<file path="config.mk">
export PLATFORM = sky130hd
export DESIGN_NAME = gol_generation_sequencer
export DESIGN_NICKNAME = d
export VERILOG_FILES = /design/src/rtl/gol_generation_sequencer.sv
export SDC_FILE = /design/constraint.sdc
export NUM_CORES = 1
export LEC_CHECK = 0
export BUFFER_PORTS_ARGS = -buffer_cell sky130_fd_sc_hd__buf_2
export CAP_MARGIN = 20
export CORE_ASPECT_RATIO = 0.9
export CORE_UTILIZATION = 60
export DETAILED_ROUTE_END_ITERATION = 8
export PLACE_DENSITY = 0.84
export SLEW_MARGIN = 20
export SYNTH_ARGS = -nofsm -noshare
export SYNTH_HDL_FRONTEND = slang
export SYNTH_SLANG_ARGS = --single-unit
</file>
<file path="constraint.sdc">
create_clock -name clock_i -period 9.05 [get_ports clock_i]
set_input_delay 0.4525 -clock clock_i [delete_from_list [all_inputs] [get_ports clock_i]]
set_output_delay 0.4525 -clock clock_i [all_outputs]
set_load 0.005 [all_outputs]
</file>
<file path="src/rtl/gol_generation_sequencer.sv">
// ---------------------------------------------------------------------------
// gol_generation_sequencer
//
// Runs N Game-of-Life generations on the engine without HPS involvement.
// Each generation uses the enable/completed handshake. Source and destination
// board buffers swap after every generation, so the newest board alternates
// between base_a and base_b. Progress, the final board address and the
// done/error status are reported back to the HPS PIOs.
//
// Ports
//   clock_i                  system clock
//   reset_i                  asynchronous, active-high reset
//   start_i                  run request (level); a rising edge is accepted only in IDLE
//   abort_i                  cancel the current run; sampled every cycle
//   num_generations_i        generations to run; sampled on an accepted start
//   base_a_i / base_b_i      board buffers; base_a holds the initial board
//   eng_starting_address_o   source board address to the engine
//   eng_result_address_o     destination board address to the engine
//   eng_enable_o             engine run request
//   eng_completed_i          engine completion (level)
//   busy_o                   high in every state except IDLE
//   done_o                   sticky; set when a run finishes successfully
//   error_o                  sticky; set when the watchdog expires
//   gen_count_o              generations completed in the current or last run
//   final_address_o          buffer that holds the latest result board
//
// All outputs are registered.
// ---------------------------------------------------------------------------
module gol_generation_sequencer #(
  parameter int ADDR_W         = 12,
  parameter int GEN_W          = 16,
  parameter int TIMEOUT_CYCLES = 50_000_000
) (
  input  logic              clock_i,
  input  logic              reset_i,
  input  logic              start_i,
  input  logic              abort_i,
  input  logic [GEN_W-1:0]  num_generations_i,
  input  logic [ADDR_W-1:0] base_a_i,
  input  logic [ADDR_W-1:0] base_b_i,
  output logic [ADDR_W-1:0] eng_starting_address_o,
  output logic [ADDR_W-1:0] eng_result_address_o,
  output logic              eng_enable_o,
  input  logic              eng_completed_i,
  output logic              busy_o,
  output logic              done_o,
  output logic              error_o,
  output logic [GEN_W-1:0]  gen_count_o,
  output logic [ADDR_W-1:0] final_address_o
);

  typedef enum logic [2:0] {
    S_IDLE,
    S_LAUNCH,
    S_WAIT_DONE,
    S_WAIT_RELEASE,
    S_FINISH,
    S_ERROR
  } state_t;

  // A zero timeout disables the watchdog. TIMER_LAST is then never used.
  localparam bit          WDOG_EN    = (TIMEOUT_CYCLES != 0);
  localparam logic [31:0] TIMER_LAST = 32'(TIMEOUT_CYCLES - 1);

  state_t              state_q, state_d;
  logic                start_q;
  logic [GEN_W-1:0]    num_q, num_d;
  logic [ADDR_W-1:0]   src_q, src_d;
  logic [ADDR_W-1:0]   dst_q, dst_d;
  logic [31:0]         timer_q, timer_d;
  logic [ADDR_W-1:0]   eng_src_q, eng_src_d;
  logic [ADDR_W-1:0]   eng_dst_q, eng_dst_d;
  logic                enable_q, enable_d;
  logic                busy_q, busy_d;
  logic                done_q, done_d;
  logic                error_q, error_d;
  logic [GEN_W-1:0]    gen_q, gen_d;
  logic [ADDR_W-1:0]   final_q, final_d;

  logic start_edge;
  logic timeout;

  assign start_edge = start_i & ~start_q;
  assign timeout    = WDOG_EN && (timer_q == TIMER_LAST);

  // State and output registers
  always_ff @(posedge clock_i or posedge reset_i) begin
    if (reset_i) begin
      state_q   <= S_IDLE;
      // The edge detector resets as if start were already high. A start
      // level held through reset is therefore not taken as a new request.
      start_q   <= 1'b1;
      num_q     <= '0;
      src_q     <= '0;
      dst_q     <= '0;
      timer_q   <= '0;
      eng_src_q <= '0;
      eng_dst_q <= '0;
      enable_q  <= 1'b0;
      busy_q    <= 1'b0;
      done_q    <= 1'b0;
      error_q   <= 1'b0;
      gen_q     <= '0;
      final_q   <= '0;
    end else begin
      state_q   <= state_d;
      start_q   <= start_i;
      num_q     <= num_d;
      src_q     <= src_d;
      dst_q     <= dst_d;
      timer_q   <= timer_d;
      eng_src_q <= eng_src_d;
      eng_dst_q <= eng_dst_d;
      enable_q  <= enable_d;
      busy_q    <= busy_d;
      done_q    <= done_d;
      error_q   <= error_d;
      gen_q     <= gen_d;
      final_q   <= final_d;
    end
  end

  // Next-state logic
  always_comb begin
    state_d   = state_q;
    num_d     = num_q;
    src_d     = src_q;
    dst_d     = dst_q;
    timer_d   = timer_q;
    eng_src_d = eng_src_q;
    eng_dst_d = eng_dst_q;
    enable_d  = enable_q;
    done_d    = done_q;
    error_d   = error_q;
    gen_d     = gen_q;
    final_d   = final_q;

    case (state_q)
      S_IDLE: begin
        if (start_edge) begin
          num_d   = num_generations_i;
          src_d   = base_a_i;
          dst_d   = base_b_i;
          done_d  = 1'b0;
          error_d = 1'b0;
          gen_d   = '0;
          if (num_generations_i == '0) begin
            // A zero-generation run completes at once. The initial board is the result.
            done_d  = 1'b1;
            final_d = base_a_i;
          end else begin
            state_d = S_LAUNCH;
          end
        end
      end

      S_LAUNCH: begin
        // The addresses and enable load on the same edge. The engine therefore
        // never sees enable together with stale addresses.
        eng_src_d = src_q;
        eng_dst_d = dst_q;
        enable_d  = 1'b1;
        timer_d   = '0;
        state_d   = S_WAIT_DONE;
      end

      S_WAIT_DONE: begin
        if (eng_completed_i) begin
          enable_d = 1'b0;
          gen_d    = gen_q + 1'b1;
          src_d    = dst_q;
          dst_d    = src_q;
          final_d  = dst_q;
          timer_d  = '0;
          state_d  = S_WAIT_RELEASE;
        end else if (timeout) begin
          enable_d = 1'b0;
          error_d  = 1'b1;
          state_d  = S_ERROR;
        end else begin
          timer_d = timer_q + 32'd1;
        end
      end

      S_WAIT_RELEASE: begin
        // Wait for the engine to drop completed. A relaunch before then would
        // be seen as the end of the new generation.
        if (!eng_completed_i) begin
          state_d = (gen_q == num_q) ? S_FINISH : S_LAUNCH;
        end else if (timeout) begin
          error_d = 1'b1;
          state_d = S_ERROR;
        end else begin
          timer_d = timer_q + 32'd1;
        end
      end

      S_FINISH: begin
        done_d  = 1'b1;
        state_d = S_IDLE;
      end

      S_ERROR: begin
        if (!start_i) begin
          state_d = S_IDLE;
        end
      end

      default: begin
        enable_d = 1'b0;
        state_d  = S_IDLE;
      end
    endcase

    // Abort overrides completion and timeout in the same cycle. The
    // progress and status registers keep their current values.
    if (abort_i && (state_q != S_IDLE)) begin
      enable_d = 1'b0;
      gen_d    = gen_q;
      final_d  = final_q;
      done_d   = done_q;
      error_d  = error_q;
      state_d  = S_IDLE;
    end
  end

  assign busy_d = (state_d != S_IDLE);

  assign eng_starting_address_o = eng_src_q;
  assign eng_result_address_o   = eng_dst_q;
  assign eng_enable_o           = enable_q;
  assign busy_o                 = busy_q;
  assign done_o                 = done_q;
  assign error_o                = error_q;
  assign gen_count_o            = gen_q;
  assign final_address_o        = final_q;

endmodule

</file>
==> metrics.cfg <==
[logic_synthesis]
post_synth_design_cell_area_mm2=0.00630
yosysSeqAreaShare_pct=52.4
yosysMostFrequentCell=dfrtp_1
ys_async_sr_fraction_pct=100
synth_seq_cells=132
syn_area_per_cell_um2=10.1
synthDominantCellAreaShare_pct=52.0
synthTopCellsByArea=dfrtp_1, nand2_1, mux2_2
synth-edff-count=0
synthDistinctLibCells=58
postSynth.topFlopCell=dfrtp_1
synthesized_nets=672
synthCells=625
ys.warnings.count=0
synth_top_cell_by_area=dfrtp_1
netlist_top_cells_count=dfrtp_1, nand2_1, o21ai_0, nor2_1, a21oi_1

[layout]
synth_to_final_area_change_pct=19.6
fill_cells=722
layout.cells.non_filler=862
final_nets=767
drive_gt1_share_pct=24.6
antenna_cells=0
post_layout_utilization_of_the_core_pct=73.6

[global_routing]
use_met3_pct=6.49
grt_remaining_overflow=0
grt_use_total_pct=28.5
grt_use_met2_pct=46.4
grt_antenna_before_repair=0
first_global_vias=4970
grt_pass1_wl_mm=23.9
pin_count_of_the_biggest_net_entering_global_routing=80
busiest_layer=met2
met1_routing_resource_usage_after_global_routing_pct=37.1

[clock_tree]
tritoncts.num_buffers=17
clock_sinks=132
clk_root_buffer_cell=clkbuf_16
insertion_delay_of_the_later_clocked_pin_in_the_worst_skew_pair_ns=0.41
clock_path_buffers=2
ctsHoldBuffers=0
clock_tree_from_tritoncts=built
worst_setup_hold_path_clk_slew_ns=0.06
postCtsResizedCells=0
htree_num_levels=4
cts.repair_timing.setup_buffer_count=0

[power_and_ir_drop]
power_density_normalized_to_cell_area_mw_per_mm2=302
ir_worst_vdd_uv=246
power_leakage_nw=3.52

[critical_path]
worstSetupPathType=reg -> reg
timing.rr.start=state_q[2]
worstRegToRegCells=5
crit_path_start_kind=flip-flop
worst_ep_required_time_ns=9.38
timing.critical_path.fanout_max=24
critPathLaunch=state_q[2]
reg2reg_slack_ns=6.27
end_kind=flip-flop
critPathArrivalTime_ns=3.11
crit-reg2reg-capture=final_address_o[5]
setup.worst_path.end=final_address_o[5]

[detailed_routing]
post_drt_wl_per_cell_um=16.9
route.final.wire_length_mm=14.6
vias_per_cell=5.96
drcViolationCount=0
ant_nets=0
initialDrtViolationCount=380
via_count=5137
drt-pass1-iter-count=5

[sta]
period_needed_ns=2.78
hold_violations_final=0
timing_max_transition_violations_final=0
period_utilization_pct=30.7
worst_max_slew_margin_expressed_relative_to_the_limit_pct=35.7
timing.hold.ws_ns=0.181
max_slew.worst_pin.slew_ns=0.964
clock-skew-final_ns=0.00952
fin_setup_tns_ns=0
setup_viol=0
fmax_mhz=359
setup_repair_after_global_routing_missed_its_margin=false

[placement]
portBuffers=100
dpl.cell_count=829
place.gp.congestion=0.852
dp_hpwl_mm=9.63

[worst_hold_path]
hp-class=in -> reg

[floorplanning]
chipWidth_um=110
ios=101
initial_core_util_pct=61.5
rows=35
dieArea_mm2=0.0109
die_h_um=99.2
core_mm2=0.0102

[run_status]
status=finished, final reports clean

[flow_run]
max-cap-violations=0

==> registers in the layout, indices dropped and copies added, names as in the netlist <==
| signal | cells |
|---|---|
| busy_o | 1 |
| done_o | 1 |
| dst_q | 12 |
| eng_enable_o | 1 |
| eng_result_address_o | 12 |
| eng_starting_address_o | 12 |
| error_o | 1 |
| final_address_o | 12 |
| gen_count_o | 16 |
| num_q | 16 |
| src_q | 12 |
| start_q | 1 |
| state_q | 3 |
| timer_q | 32 |
==> placed cells by master (no fill, tap or decap), types with 2 or more instances in the layout <==
| cell type | count |
|---|---|
| nor4_1 | 16 |
| o31ai_1 | 7 |
| o21ai_0 | 43 |
| and3b_2 | 2 |
| a21o_1 | 2 |
| or4_1 | 12 |
| nand3_1 | 19 |
| nor3_1 | 8 |
| xnor2_1 | 12 |
| nand3b_1 | 2 |
| and4_1 | 3 |
| nand4_1 | 15 |
| inv_1 | 11 |
| mux2_2 | 24 |
| and2_1 | 6 |
| nor2b_1 | 2 |
| and3_1 | 5 |
| buf_4 | 6 |
| o211ai_1 | 8 |
| or3_1 | 19 |
| clkbuf_8 | 4 |
| clkinv_2 | 2 |
| bufinv_16 | 4 |
| dfrtp_1 | 131 |
| nand2b_1 | 3 |
| clkinv_4 | 3 |
| mux2i_1 | 25 |
| nand2_1 | 95 |
| a21oi_1 | 37 |
| clkbuf_16 | 17 |
| buf_2 | 100 |
| ha_1 | 2 |
| xor2_1 | 18 |
| nor2_1 | 38 |
==> how the worst min path moves through the flow <==
stage / cells after the start / end / from / slack, ns
2_1_floorplan: 0 / start_q / start_i / 0.46
6_report: 1 / start_q / start_i / 0.18
3_3_place_gp: 1 / error_o / error_o / 0.47
3_5_place_dp: 1 / error_o / error_o / 0.48
5_1_grt: 1 / start_q / start_i / 0.17
4_1_cts: 1 / start_q / start_i / 0.17
==> final cells by class <==
type | instances | area (um^2) | area share (%)
well taps | 129 | 161 | 2.14
flip-flops and latches | 132 | 3300 | 43.8
repair buffers | 107 | 557 | 7.39
inverters | 12 | 47.5 | 0.631
clock buffers | 21 | 480 | 6.37
clock inverters | 11 | 173 | 2.29
multi-input cells | 450 | 2820 | 37.3
==> power breakdown <==
group / leakage [nW] / switching, mW / internal, mW / total, mW
registers: 1.70 / 0.137 / 0.770 / 0.907
logic: 1.50 / 0.355 / 0.273 / 0.628
clock network: 0.320 / 0.253 / 0.491 / 0.745
==> metal layers <==
metal,share of wire (%),up-vias,routed length (um)
met2,50,129,7280
met3,4.2,27,611
met1,44,2554,6360
met4,2.2,0,321
met5,0,-,0
li1,-,2427,-
==> logic make-up after synthesis <==
logic type / synth area share (%)
AND/OR/NAND/NOR: 20.7
flip-flops: 52.4
AO/OA/AOI/OAI: 11.0
multiplexers: 8.26
buffers and inverters: 3.10
XOR/XNOR: 4.17
adder cells (fa/ha/maj): 0.397
==> worst max-delay path: stages, from the launching register on <==
cell and delay [ns]:
dfrtp_1 0.54, nor3_1 0.46, o221ai_1 0.49, a21oi_2 0.88, nor2_1 0.13, a21oi_1 0.19
==> through the flow <==
stage	instance area [um^2]	setup slack (ns)	total power, mW
6_report	7540	6.27	2.28
5_1_grt	7540	5.96	2.41
4_1_cts	7530	6.32	2.28
3_5_place_dp	6870	6.35	1.53
3_3_place_gp	6870	6.56	1.49
2_1_floorplan	6300	5.07	1.30
Note: power is estimated with default switching activity, not from simulation.
